==> config.mk <==
export PLATFORM = sky130hd
export DESIGN_NAME = mem_port_arbiter
export DESIGN_NICKNAME = d
export VERILOG_FILES = /design/src/rtl/mem_port_arbiter.sv
export SDC_FILE = /design/constraint.sdc
export NUM_CORES = 1
export LEC_CHECK = 0
export BUFFER_PORTS_ARGS = -buffer_cell sky130_fd_sc_hd__buf_4
export CORE_AREA = 2 2 193 195
export DETAILED_ROUTE_END_ITERATION = 10
export DIE_AREA = 0 0 195 197
export GPL_TIMING_DRIVEN = 0
export PLACE_DENSITY = 0.49
export SLEW_MARGIN = 15
export SYNTH_ARGS = -nofsm -noshare
export SYNTH_HDL_FRONTEND = slang
export SYNTH_SLANG_ARGS = --single-unit
==> constraint.sdc <==
create_clock -name clk -period 1.7 [get_ports clk]
set_input_delay 0.34 -clock clk [delete_from_list [all_inputs] [get_ports clk]]
set_output_delay 0.34 -clock clk [all_outputs]
set_load 0.05 [all_outputs]
==> src/rtl/mem_port_arbiter.sv <==
// mem_port_arbiter
//
// Shares one single-ported unified memory between the instruction-fetch
// port and the load/store port. Serves one access at a time through the
// sequence IDLE -> ACCESS -> (WAIT) -> DONE -> IDLE. The read latency is
// fixed. The stall output holds the PC while any request is still unserved.
//
// Build option:
//   ARB_RR_EN  defined   : round-robin between the two ports on simultaneous
//                          requests. A last-served flag resets to "fetch".
//              undefined : fixed priority, with the data port over the fetch port.
//
// Parameter:
//   MEM_LAT    memory read latency in cycles, counted from ACCESS (>= 1)
//
// Ports:
//   clk, reset           clock, synchronous active-high reset
//   if_req/if_addr       fetch request (level) and byte address
//   if_rdata/if_valid    fetched instruction and its one-cycle valid pulse
//   dm_req/dm_we         data request (level) and store(1)/load(0) select
//   dm_addr/dm_wdata     data byte address and store data
//   dm_rdata/dm_valid    load data and its one-cycle completion pulse
//   mem_en/mem_we        memory access strobe and write enable (ACCESS only)
//   mem_addr/mem_wdata   latched address / write data, held until next grant
//   mem_rdata            memory read data
//   stall                PC hold while a request is unserved

module mem_port_arbiter #(
  parameter int MEM_LAT = 2
) (
  input  logic        clk,
  input  logic        reset,
  input  logic        if_req,
  input  logic [63:0] if_addr,
  output logic [31:0] if_rdata,
  output logic        if_valid,
  input  logic        dm_req,
  input  logic        dm_we,
  input  logic [63:0] dm_addr,
  input  logic [63:0] dm_wdata,
  output logic [63:0] dm_rdata,
  output logic        dm_valid,
  output logic        mem_en,
  output logic        mem_we,
  output logic [63:0] mem_addr,
  output logic [63:0] mem_wdata,
  input  logic [63:0] mem_rdata,
  output logic        stall
);

  typedef enum logic [1:0] {IDLE, ACCESS, WAIT, DONE} state_e;

  localparam int CNT_W = (MEM_LAT > 1) ? $clog2(MEM_LAT) : 1;
  localparam logic [CNT_W-1:0] CNT_LOAD = CNT_W'(MEM_LAT - 1);
  localparam logic [CNT_W-1:0] CNT_ONE  = CNT_W'(1);

  state_e            state_q, state_d;
  logic [CNT_W-1:0]  cnt_q, cnt_d;
  logic              owner_q, owner_d;    // 1 = data port, 0 = fetch port
  logic              we_q, we_d;
  logic              mem_en_q, mem_en_d;
  logic              mem_we_q, mem_we_d;
  logic [63:0]       mem_addr_q, mem_addr_d;
  logic [63:0]       mem_wdata_q, mem_wdata_d;
  logic [31:0]       if_rdata_q, if_rdata_d;
  logic [63:0]       dm_rdata_q, dm_rdata_d;
  logic              if_valid_q, if_valid_d;
  logic              dm_valid_q, dm_valid_d;
  logic              grant_dm_s;
  logic              capture_s;
`ifdef ARB_RR_EN
  logic              last_q, last_d;     // 1 = data served last, 0 = fetch
`endif

  // Arbitration: choose the data port when it should win this grant
  always_comb begin
    grant_dm_s = 1'b0;
`ifdef ARB_RR_EN
    if (dm_req && if_req) begin
      grant_dm_s = ~last_q;
    end else begin
      grant_dm_s = dm_req;
    end
`else
    grant_dm_s = dm_req;
`endif
  end

  // Next-state, latches and output pulses
  always_comb begin
    state_d     = state_q;
    cnt_d       = cnt_q;
    owner_d     = owner_q;
    we_d        = we_q;
    mem_addr_d  = mem_addr_q;
    mem_wdata_d = mem_wdata_q;
    mem_en_d    = 1'b0;
    mem_we_d    = 1'b0;
    capture_s   = 1'b0;
`ifdef ARB_RR_EN
    last_d      = last_q;
`endif
    case (state_q)
      IDLE: begin
        if (if_req || dm_req) begin
          state_d  = ACCESS;
          owner_d  = grant_dm_s;
          mem_en_d = 1'b1;
`ifdef ARB_RR_EN
          last_d   = grant_dm_s;
`endif
          if (grant_dm_s) begin
            we_d        = dm_we;
            mem_we_d    = dm_we;
            mem_addr_d  = dm_addr;
            mem_wdata_d = dm_wdata;
          end else begin
            we_d        = 1'b0;
            mem_we_d    = 1'b0;
            mem_addr_d  = if_addr;
            mem_wdata_d = 64'd0;
          end
        end else begin
          state_d = IDLE;
        end
      end
      ACCESS: begin
        cnt_d = CNT_LOAD;
        // With single-cycle memory the read data is already present now
        if (MEM_LAT > 1) begin
          state_d = WAIT;
        end else begin
          state_d   = DONE;
          capture_s = 1'b1;
        end
      end
      WAIT: begin
        cnt_d = cnt_q - CNT_ONE;
        if (cnt_q == CNT_ONE) begin
          state_d   = DONE;
          capture_s = 1'b1;
        end else begin
          state_d = WAIT;
        end
      end
      DONE: begin
        // No grant here so the finished requester can drop or change its req
        state_d = IDLE;
      end
      default: begin
        state_d = IDLE;
      end
    endcase

    if_valid_d = capture_s & ~owner_q;
    dm_valid_d = capture_s & owner_q;

    if (capture_s && !owner_q) begin
      if_rdata_d = mem_addr_q[2] ? mem_rdata[63:32] : mem_rdata[31:0];
    end else begin
      if_rdata_d = if_rdata_q;
    end

    // Stores leave the previous load data in place
    if (capture_s && owner_q && !we_q) begin
      dm_rdata_d = mem_rdata;
    end else begin
      dm_rdata_d = dm_rdata_q;
    end
  end

  // State and output registers with synchronous reset
  always_ff @(posedge clk) begin
    if (reset) begin
      state_q     <= IDLE;
      cnt_q       <= '0;
      owner_q     <= 1'b0;
      we_q        <= 1'b0;
      mem_en_q    <= 1'b0;
      mem_we_q    <= 1'b0;
      mem_addr_q  <= 64'd0;
      mem_wdata_q <= 64'd0;
      if_rdata_q  <= 32'd0;
      dm_rdata_q  <= 64'd0;
      if_valid_q  <= 1'b0;
      dm_valid_q  <= 1'b0;
`ifdef ARB_RR_EN
      last_q      <= 1'b0;
`endif
    end else begin
      state_q     <= state_d;
      cnt_q       <= cnt_d;
      owner_q     <= owner_d;
      we_q        <= we_d;
      mem_en_q    <= mem_en_d;
      mem_we_q    <= mem_we_d;
      mem_addr_q  <= mem_addr_d;
      mem_wdata_q <= mem_wdata_d;
      if_rdata_q  <= if_rdata_d;
      dm_rdata_q  <= dm_rdata_d;
      if_valid_q  <= if_valid_d;
      dm_valid_q  <= dm_valid_d;
`ifdef ARB_RR_EN
      last_q      <= last_d;
`endif
    end
  end

  assign mem_en    = mem_en_q;
  assign mem_we    = mem_we_q;
  assign mem_addr  = mem_addr_q;
  assign mem_wdata = mem_wdata_q;
  assign if_rdata  = if_rdata_q;
  assign dm_rdata  = dm_rdata_q;
  assign if_valid  = if_valid_q;
  assign dm_valid  = dm_valid_q;
  assign stall     = (if_req & ~if_valid_q) | (dm_req & ~dm_valid_q);

endmodule

# Word level (Yosys, flattened, before mapping)
# Index checks and enable logic that the tools add are counted.
word_totals:
  reg_bits: 233
  latchBits: 0
  ramBits: 0
  rom_bits: 0
  in_bits: 261
  out_inout_bits: 229
  n_memories: 0
op_classes:
  n_addsub: 1
  n_mul: 0
  div_mod_pow: 0
  order_cmp: 0
  eq_ne: 3
  shifts: 0
  muxes: 11
  bitwise_logic: 10
  n_reduce_logical: 11
ops:
  columns: ["cell", "n"]
  rows:
  - ["64-bit two-way mux", 2]
  - ["32-bit two-way mux", 1]
  - ["2-bit one-hot mux with 4 select lines", 1]
  - ["1-bit two-way mux", 6]
  - ["1-bit NOT", 5]
  - ["1-bit AND", 4]
  - ["2-bit == test, second input constant", 2]
  - ["1-bit logical AND", 3]
  - ["3-bit OR reduction", 1]
  - ["2-bit by 1-bit == test with 1-bit output, second input constant", 1]
  - ["1-bit logical NOT", 2]
  - ["2-bit logical NOT", 1]
  - ["1-bit one-hot mux with 2 select lines", 1]
  - ["2-bit AND reduction", 1]
  - ["2-bit nonzero test", 1]
  - ["2-bit OR reduction", 1]
  - ["1-bit logical OR", 1]
  - ["1-bit OR", 1]
  - ["1-bit subtractor, second input constant", 1]

# Longest topological paths before layout
# Gate-level depths: netlist of run 1.
logic_depth:
  word_depth: 4
  ltp_mapped: 7

# Worst setup path before layout of run 1
# OpenSTA, ideal clock, no wires.
synth_timing:
  path_type: "input to output"
  from: "input port dm_req"
  to: "output port stall"
  arrival_ns: 1.694
  t_required_ns: 1.360
  path_slack_ns: -0.334
  cell_stages: 5
  n_path_buf: 3
  path_cell_list: "buf_4 buf_4 clkbuf_1 inv_1 o22ai_1"
synth_via:
  elab_chain_cells: 2
synth_rtl:
  columns: ["element", "line", "source"]
  rows:
  - ["from (decl)", "37", "input logic dm_req,"]
  - ["1-bit AND", "217", "assign stall = (if_req & ~if_valid_q) | (dm_req & ~dm_valid_q);"]
  - ["1-bit OR", "217", null]
  - ["to (decl)", "48", "output logic stall"]
# Every way passes these cells.

# Worst setup path after layout of run 1
# Same ends and word-level chain as after synthesis.

==> results of run 1 <==
[power by group]
group	switching (mW)	internal [mW]
Sequential	0.226	5.86
Combinational	2.54	1.38
Clock	2.36	3.40
Total	5.13	10.6
[cells by family after synthesis]
| kind of cell | Yosys count | synth area share |
|---|---|---|
| AOI/OAI and AO/OA | 232 | 0.1750 |
| adders and majority gates | 3 | 0.004292 |
| and+or+nand+nor | 272 | 0.1290 |
| buffers and inverters | 90 | 0.04850 |
| DFF | 233 | 0.5333 |
| muxes | 96 | 0.1099 |
[metrics by stage]
stage | TNS (ps) | hold WS, ps
after floorplan | 0 | 440.0
after global placement | -19170 | 439.6
after detailed placement | -21390 | 446.9
after CTS | 0 | 21.71
after global routing | -2.759 | 37.88
final | 0 | 53.45
[final cells by class]
| cell class | instances | area, µm² |
|---|---|---|
| timing repair buffer | 488 | 3664 |
| multi-input combinational | 603 | 3715 |
| buffer | 82 | 465.4 |
| clock buffer | 40 | 837.1 |
| inverter | 7 | 26.28 |
| tap | 468 | 585.6 |
| fill | 3720 | 22250 |
| clock inverter | 9 | 55.05 |
| sequential | 233 | 4664 |
[what timing repair did]
item | 4_1_cts | 5_1_grt
hold buffers | 0 | 0
hold endpoints to repair | 0 | 0
pin swaps | 0 | 0
gates resized for setup | 20 | 32
endpoints found under the setup margin | 153 | 186
[worst paths after layout]
| check | startpoint | end | slack [ps] | depth (start not counted) |
|---|---|---|---|---|
| max reg2reg | state_q[1] | mem_addr[24] | 130 | 7 |
| min reg2reg | mem_wdata[2] | mem_wdata[2] | 450 | 2 |
| min | mem_rdata[34] | dm_rdata[34] | 50 | 3 |
| max | dm_req | stall | 100 | 5 |
[tightest hold or removal path, stage by stage]
cell	delay, ps
buf_4	110
nand2_1	50
a21oi_1	50
[registers in the layout, indices dropped and copies added, names as in the netlist]
name,cells
dm_rdata,64
we_q,1
mem_en,1
mem_wdata,64
if_rdata,32
owner_q,1
dm_valid,1
cnt_q,1
mem_we,1
mem_addr,64
if_valid,1
state_q,2
[synthesized netlist by cell type]
master     instances
o21ai_2            1
a21oi_1          130
or2_1              1
and4b_1            1
nand4b_1           1
ha_1               3
buf_1              8
o21ai_0            2
dfxtp_1          233
buf_2             39
nand3_1           66
or3_1              1
and3_1             1
inv_1              7
clkbuf_1          29
nor2b_1            2
o21a_1             1
buf_4              4
buf_6              3
nor2_1             2
nand2_1          196
a31oi_1            1
o22ai_1            1
mux2i_1           96
o2bb2ai_1         96
nor3_1             1
[per-layer routing]
metal | share of wire | global-route usage | vias to the layer above | wire length [µm]
met5 | 0 | 0 | - | 0
met3 | 0.074 | 0.04808 | 54 | 2682
li1 | - | - | 4281 | -
met4 | 0.026 | 0.05146 | 0 | 924
met2 | 0.48 | 0.3134 | 324 | 17410
met1 | 0.42 | 0.2238 | 3941 | 15170
[cell usage in the layout, fill, tap and decap left out]
master     netlist  final
and4b_1          1      1
clkinv_4         0      1
o2bb2ai_1       96     94
mux2i_1         96     96
o21a_1           1      1
clkbuf_8         0      7
clkbuf_4         0      8
buf_2           39     21
a31oi_2          0      1
inv_1            7      6
dfxtp_1        233    233
nor2_1           2      2
buf_4            4    506
a21oi_1        130    130
nand3_1         66     66
or3_1            1      1
o21ai_0          2      2
nand4b_1         1      1
clkbuf_16        0     29
o21ai_2          1      1
ha_4             0      2
or2_1            1      1
nand2_1        196    196
clkbuf_2         0      9
buf_1            8      4
o22ai_4          0      1
clkbuf_1        29     23
and3_1           1      1
nor3_1           1      1
inv_2            0      1
inv_8            0      1
nor2b_1          2      2
o2bb2ai_2        0      2
buf_6            3      3
ha_1             3      1
clkinv_2         0      7
==> key figures, run 1 <==
Setup path
  – CP required: 1360 ps
  – Worst endpoint data arrival time: 1260 ps
  – Slowest CP cell: buf_4
  – Top cell family by delay on the critical path: buffers and inverters
  – CP most frequent cell: buf_4
  – Startpoint Class: primary input
  – CP Capture Type: output port
  – Worst Path Buf+Inv: 4
  – Max stage delay on crit path: 300 ps
  – Critical path, cell by cell: buf_4 -> buf_4 -> inv_1 -> o22ai_4 -> buf_4
  – Critical Setup Path Class: in2out
  – Peak fanout along the critical path: 19

Yosys
  – Synth Register Bits: 233
  – Synth warn: 0
  – Cell variety after synth: 26
  – Synth area leader: dfxtp_1
  – Ranking of synthesized cells by area: dfxtp_1 53%, mux2i_1 11%, o2bb2ai_1 9.6%, nand2_1 8.4%, a21oi_1 7.4%
  – Share of the synthesized area in the top cell type: 0.5333
  – Mapped Nets: 1,190
  – Sequential area share after synthesis: 0.5333
  – Synthesized area per cell: 9.445 µm²
  – Post-Syn Instances: 926
  – Cell Area, Synth: 0.008746 mm²

Placement
  – Placed Instances: 1,882
  – Pre-CTS setup slack: -417.1 ps
  – RD Place Congestion: 0.8475
  – I/O Buffers: 488
  – Hpwl dp: 28,260 µm
  – Cell Area, Placed: 0.01301 mm²

Clocking
  – Clock buffer depth: 3
  – Clk Latency, worst-skew pair: 540 ps
  – Setup Buffers After CTS: 0
  – Sink Count: 233
  – Clk slew on worst S/H paths: 60 ps
  – CTS Root Cell: clkbuf_16
  – CTS buffer count: 28
  – CTS HTree Levels: 1
  – CTS tree: yes

Timing
  – Slew Limit Fails: 0
  – Setup-failing EPs final: 0
  – Rel. slew slack: 0.5674
  – Clk_skew: 13.29 ps
  – Tmin final: 1602 ps
  – Setup ws final: 98.43 ps
  – Max Freq: 624.4 MHz
  – Fin. Hold Viols: 0
  – Final Cycle Share: 0.9421
  – Slew @ Worst Pin: 648.9 ps

Routing
  – Initial DRT Pass Iterations: 4
  – DRT iter0 DRCs: 266
  – Vias/cell: 4.456
  – Vias post-DR: 8,600
  – Wire length per cell: 18.75 µm
  – Routed wire length: 36,190 µm
  – Residual DRC: 0
  – Routed Antenna Nets: 0

Outcome
  – Status: finished clean

Pwr
  – LEAKAGE: 6.171 nW
  – Total Power: 15.77 mW
  – PwrDens: 1125 mW/mm²
  – VDD IR-drop max: 0.0006593 V

Global routing
  – First-pass GRT wire length: 54,490 µm
  – Pin count of the biggest net entering global routing: 20
  – Grt ovf: 0
  – Total track usage: 0.1820
  – Initial antenna violation count: 0
  – Vias in the first global route: 8,971

Floorplan
  – Total core area: 0.03626 mm²
  – Starting density of the core: 0.2412
  – Die ar.: 0.03842 mm²
  – Site row count: 70
  – Die width: 195 µm
  – Io pins: 490
  – Chip height: 197 µm

Finish
  – Layout cells sized above 1: 0.4104
  – Final instance area: 0.01401 mm²
  – P&R area growth vs syn: 60.21%
  – Nets: 1,707
  – Util after Layout: 0.3864
  – Ant. Diodes: 0
  – Non-Filler Instances: 1,930

Flow run
  – MaxCap Viol Count: 0

Min path
  – Hold crit path type: in2reg
Note: power is estimated with default switching activity, not from simulation.
==> inputs of run 2 (changes only) <==
- MAX_ROUTING_LAYER: not set -> met4
==> key figures, run 2 (same netlist as run 1, synthesis figures left out) <==
Timing
  – Setup-failing EPs final: 0 (unchanged)
  – Max Freq: 624.0 MHz (was 624.4 MHz)
  – Final Cycle Share: 0.9427 (was 0.9421)
  – Setup ws final: 97.33 ps (was 98.43 ps)
  – Slew @ Worst Pin: 649.7 ps (was 648.9 ps)
  – Fin. Hold Viols: 0 (unchanged)
  – Slew Limit Fails: 0 (unchanged)
  – Total negative slack: 0 ps (unchanged)
  – Clk_skew: 13.64 ps (was 13.29 ps)
  – Tmin final: 1603 ps (was 1602 ps)
  – Unrepaired setup endpoints after global routing: no
  – Rel. slew slack: 0.5669 (was 0.5674)

Setup path
  – CP required: 1360 ps (about the same)
  – Critical Setup Path Class: in2out (unchanged)
  – Reg2reg end: if_rdata[17] (was mem_addr[24])
  – CP most frequent cell: buf_4 (unchanged)
  – Origin of the critical flop-to-flop path: state_q[0] (was state_q[1])
  – Startpoint Class: primary input (unchanged)
  – R2R depth: 7 (unchanged)
  – Slowest CP cell: buf_4 (unchanged)
  – Max stage delay on crit path: 310 ps (was 300 ps)
  – CP Capture Type: output port (unchanged)
  – Worst endpoint data arrival time: 1260 ps (about the same)
  – Peak fanout along the critical path: 19 (unchanged)
  – Critical path, cell by cell: buf_4 -> buf_4 -> inv_1 -> o22ai_4 -> buf_4 (unchanged)
  – Reg-to-reg slack, setup: 120 ps (was 130 ps)

Routing
  – DRT iter0 DRCs: 254 (was 266)
  – Vias post-DR: 8,632 (was 8,600)
  – Initial DRT Pass Iterations: 4 (unchanged)
  – Residual DRC: 0 (unchanged)
  – Wire length per cell: 18.77 µm (was 18.75 µm)
  – Routed wire length: 36,230 µm (was 36,190 µm)
  – Routed Antenna Nets: 0 (unchanged)
  – Vias/cell: 4.473 (was 4.456)

Finish
  – Final instance area: 0.01402 mm² (was 0.01401 mm²)
  – Ant. Diodes: 0 (unchanged)
  – P&R area growth vs syn: 60.26% (was 60.21%)
  – Nets: 1,707 (unchanged)
  – Commonest non-fill, non-tap cells in the layout: 505 x buf_4, 233 x dfxtp_1, 196 x nand2_1 (was 506 x buf_4, 233 x dfxtp_1, 196 x nand2_1)
  – Commonest non-fill, non-tap cell in the layout: buf_4 (unchanged)
  – Non-Filler Instances: 1,930 (unchanged)
  – Util after Layout: 0.3865 (was 0.3864)
  – Layout cells sized above 1: 0.4104 (unchanged)

Global routing
  – Initial antenna violation count: 0 (unchanged)
  – Grt ovf: 0 (unchanged)
  – Pin count of the biggest net entering global routing: 20 (unchanged)
  – Vias in the first global route: 9,013 (was 8,971)
  – First-pass GRT wire length: 54,300 µm (was 54,490 µm)
  – Total track usage: 0.1874 (was 0.1820)

Placement
  – Cell Area, Placed: 0.01301 mm² (unchanged)
  – RD Place Congestion: 0.8608 (was 0.8475)
  – Hpwl dp: 28,260 µm (unchanged)
  – Pre-CTS setup slack: -417.1 ps (unchanged)
  – Placed Instances: 1,882 (unchanged)
  – I/O Buffers: 488 (unchanged)

Pwr
  – Sw Share: 0.3253 (about the same)
  – Combinational Power Share: 0.249 (about the same)
  – Clock power frac: 0.366 (about the same)
  – Cell-internal power: 10.64 mW (about the same)
  – PwrDens: 1125 mW/mm² (about the same)
  – VDD IR-drop max: 0.0006619 V (was 0.0006593 V)
  – LEAKAGE: 6.172 nW (was 6.171 nW)
  – Flop pwr share: 0.386 (about the same)
  – Psw: 5.131 mW (was 5.129 mW)

Min path
  – Hold crit path type: in2reg (unchanged)
  – Hold path startpoint: mem_rdata[34] (unchanged)
  – Worst Hold End: dm_rdata[34] (unchanged)
  – Hold Path Depth: 3 (unchanged)

Clocking
  – CTS tree: yes (unchanged)
  – CTS buffer count: 28 (unchanged)
  – Clk slew on worst S/H paths: 60 ps (about the same)
  – Post-CTS Hold Buffers: 0 (unchanged)
  – Clock buffer depth: 3 (unchanged)
  – Sink Count: 233 (unchanged)
  – CTS Root Cell: clkbuf_16 (unchanged)
  – PostCTS Resize Cnt: 20 (unchanged)
  – Setup Buffers After CTS: 0 (unchanged)
  – Clk Latency, worst-skew pair: 540 ps (about the same)
  – CTS HTree Levels: 1 (unchanged)

Floorplan
  – Starting density of the core: 0.2412 (unchanged)
  – Total core area: 0.03626 mm² (unchanged)
  – Site row count: 70 (unchanged)
  – Die width: 195 µm (unchanged)
  – Chip height: 197 µm (unchanged)
  – Io pins: 490 (unchanged)
  – Die ar.: 0.03842 mm² (unchanged)

Outcome
  – Status: finished clean (unchanged)

Flow run
  – MaxCap Viol Count: 0 (unchanged)
## run 2: cell counts in the layout (fill, tap and decap cells not counted)
No cell type changed its count.
## run 2: power by group through the flow
stage	clock (mW)	sequential, mW	combinational (mW)
final	5.77	6.08	3.93
after global placement	0	6.18	3.90
after global routing	6.21	6.13	4.17
after CTS	5.97	6.08	3.92
after floorplan	0	7.44	1.05
after detailed placement	0	6.18	3.91
## run 2: final cells by class
type	count	area [µm²]
sequential	233	4664
fill	3720	22240
inverter	7	26.28
clock buffer	40	837.1
multi-input combinational	603	3715
tap	468	585.6
clock inverter	9	55.05
timing repair buffer	488	3664
buffer	82	469.2
## run 2: worst max path at each step
stage               startpoint     endpoint  slack, ps
global route        state_q[1]  mem_addr[2]        0.7
detailed placement      dm_req        stall       -420
global placement        dm_req        stall       -400
CTS                 state_q[0]  mem_addr[2]         10
finish                  dm_req        stall        100
floorplan               dm_req        stall         80
## run 2: critical path, delay by kind of cell
family	cells	cell delay, ps
compound gates	1	100
buf+inv	4	820
## run 2: per-layer routing
metal | GRT usage | wire length, µm | up-vias
met3 | 0.04483 | 2530 | 56
met2 | 0.3130 | 17350 | 313
met1 | 0.2259 | 15400 | 3982
met4 | 0.05230 | 954 | 0
li1 | - | - | 4281
met5 | - | 0 | -
## run 2: stage by stage
stage	hold WS, ps	power [mW]
finish	53.96	15.77
global route	35.90	16.50
CTS	21.71	15.97
global placement	439.6	10.08
detailed placement	446.9	10.09
floorplan	440.0	8.492
==> inputs of run 3 (changes only) <==
- clock period: 1.7 -> 1.8 ns (I/O delays scaled with it)
==> key figures, run 3 (same netlist as run 1, synthesis figures left out) <==
Outcome
  – Status: finished clean (unchanged)

Floorplan
  – Total core area: 0.03626 mm² (unchanged)
  – Site row count: 70 (unchanged)
  – Die width: 195 µm (unchanged)
  – Die ar.: 0.03842 mm² (unchanged)
  – Chip height: 197 µm (unchanged)
  – Io pins: 490 (unchanged)
  – Starting density of the core: 0.2412 (unchanged)

Placement
  – Hpwl dp: 28,130 µm (was 28,260 µm)
  – Placed Instances: 1,882 (unchanged)
  – RD Place Congestion: 0.8433 (was 0.8608)
  – I/O Buffers: 488 (unchanged)
  – Pre-CTS setup slack: -389.0 ps (was -417.1 ps)

Timing
  – Final Cycle Share: 0.9292
  – Clk_skew: 9.552 ps (was 13.64 ps)
  – Setup ws final: 127.5 ps (was 97.33 ps)
  – Unrepaired setup endpoints after global routing: no (unchanged)
  – Total negative slack: 0 ps (unchanged)
  – Fin. Hold Viols: 0 (unchanged)
  – Slew @ Worst Pin: 644.5 ps (was 649.7 ps)
  – Rel. slew slack: 0.5703 (was 0.5669)
  – Setup-failing EPs final: 0 (unchanged)
  – Slew Limit Fails: 0 (unchanged)
  – Tmin final: 1673 ps
  – Max Freq: 597.9 MHz

Clocking
  – Sink Count: 233 (unchanged)
  – Clk Latency, worst-skew pair: 530 ps (was 540 ps)
  – Clock buffer depth: 3 (unchanged)
  – Setup Buffers After CTS: 0 (unchanged)
  – Clk slew on worst S/H paths: 60 ps (about the same)
  – CTS HTree Levels: 1 (unchanged)
  – CTS Root Cell: clkbuf_16 (unchanged)
  – CTS tree: yes (unchanged)
  – CTS buffer count: 27 (was 28)
  – Post-CTS Hold Buffers: 0 (unchanged)

Routing
  – Routed Antenna Nets: 0 (unchanged)
  – Vias/cell: 4.502 (was 4.473)
  – Residual DRC: 0 (unchanged)
  – Initial DRT Pass Iterations: 5 (was 4)
  – DRT iter0 DRCs: 355 (was 254)
  – Vias post-DR: 8,684 (was 8,632)
  – Routed wire length: 35,690 µm (was 36,230 µm)
  – Wire length per cell: 18.50 µm (was 18.77 µm)

Finish
  – Layout cells sized above 1: 0.4086 (was 0.4104)
  – Util after Layout: 0.3871 (was 0.3865)
  – Commonest non-fill, non-tap cells in the layout: 495 x buf_4, 233 x dfxtp_1, 196 x nand2_1 (was 505 x buf_4, 233 x dfxtp_1, 196 x nand2_1)
  – Nets: 1,706 (was 1,707)
  – Non-Filler Instances: 1,929 (was 1,930)
  – Ant. Diodes: 0 (unchanged)
  – Fillers: 3,771 (was 3,720)
  – P&R area growth vs syn: 60.47% (was 60.26%)
  – Commonest non-fill, non-tap cell in the layout: buf_4 (unchanged)

Setup path
  – Max stage delay on crit path: 300 ps (was 310 ps)
  – Critical Setup Path Class: reg2reg (was in2out)
  – Startpoint Class: flip-flop (was primary input)
  – Slowest CP cell: dfxtp_1 (was buf_4)
  – CP required: 2250 ps (was 1360 ps)
  – CP most frequent cell: clkbuf_4 (was buf_4)
  – CP Capture Type: flip-flop (was output port)
  – Peak fanout along the critical path: 10 (was 19)
  – Critical path, cell by cell: inv_1 -> ha_2 -> o21ai_2 -> or2_1 -> clkbuf_4 -> clkbuf_4 -> o2bb2ai_1 (was buf_4 -> buf_4 -> inv_1 -> o22ai_4 -> buf_4)
  – Worst endpoint data arrival time: 2120 ps (was 1260 ps)

Flow run
  – MaxCap Viol Count: 0 (unchanged)

Min path
  – Hold crit path type: in2reg (unchanged)

Global routing
  – First-pass GRT wire length: 53,430 µm (was 54,300 µm)
  – Initial antenna violation count: 0 (unchanged)
  – Total track usage: 0.1846 (was 0.1874)
  – Grt ovf: 0 (unchanged)
  – Pin count of the biggest net entering global routing: 20 (unchanged)
  – Vias in the first global route: 8,755 (was 9,013)

Pwr
  – VDD IR-drop max: 0.0006289 V (was 0.0006619 V)
  – PwrDens: 1091 mW/mm² (was 1125 mW/mm²)
  – LEAKAGE: 6.197 nW (was 6.172 nW)
  – Total Power: 15.32 mW (was 15.77 mW)
-- run 3: cell types whose count changed in the layout (fill, tap and decap cells not counted), sizes merged --
cell,change
buf,-7
bufinv,+5
clkbuf,+4
clkinv,-2
inv,-1
-- run 3: area by class of cell --
type | count | area (µm²) | area share
timing repair buffer | 488 | 3664 | 0.2610
clock buffer | 37 | 783.3 | 0.05581
buffer | 82 | 452.9 | 0.03227
clock inverter | 11 | 180.2 | 0.01284
multi-input combinational | 603 | 3679 | 0.2621
sequential | 233 | 4664 | 0.3324
inverter | 7 | 26.28 | 0.001872
tap | 468 | 585.6 | 0.04172
-- run 3: path summary, 6_finish.rpt --
kind,slack [ps],from,cells after the start,endpoint
hold reg to reg,450,mem_wdata[7],2,mem_wdata[7]
hold / removal,90,mem_rdata[24],3,dm_rdata[24]
setup reg to reg,130,state_q[0],7,mem_addr[54]
setup / recovery,130,state_q[0],7,mem_addr[54]
-- run 3: per-stage QoR --
step	hold slack, ps	area, µm²
floorplan	440.0	8752
global placement	438.5	13000
detailed placement	444.5	13000
CTS	59.02	13980
global route	63.38	14030
finish	87.67	14030
-- run 3: power by group --
group	leakage (nW)	switching (mW)	total (mW)	internal [mW]
registers	1.90	0.206	5.74	5.53
logic	3.82	2.38	3.66	1.28
clock network	0.481	2.19	5.92	3.73
-- run 3: worst max-delay path, delay by kind of cell (launching register included) --
family | cells | cell delay, ps
DFF | 1 | 300
and+or+nand+nor | 1 | 260
buffers and inverters | 3 | 520
adders and majority gates | 1 | 230
AOI/OAI and AO/OA | 2 | 290
-- run 3: per-layer routing --
metal / up-vias / part of all wire / track usage
met3: 45 / 0.080 / 0.04825
met2: 340 / 0.50 / 0.3179
met4: 0 / 0.021 / 0.04439
met5: - / 0 / -
li1: 4276 / - / -
met1: 4023 / 0.40 / 0.2150
-- run 3: timing repair --
action                     in CTS  in global routing
hold endpoints to repair        0                  0
resized for setup              10                 29
setup endpoints to repair      65                111
gates cloned                    0                  0
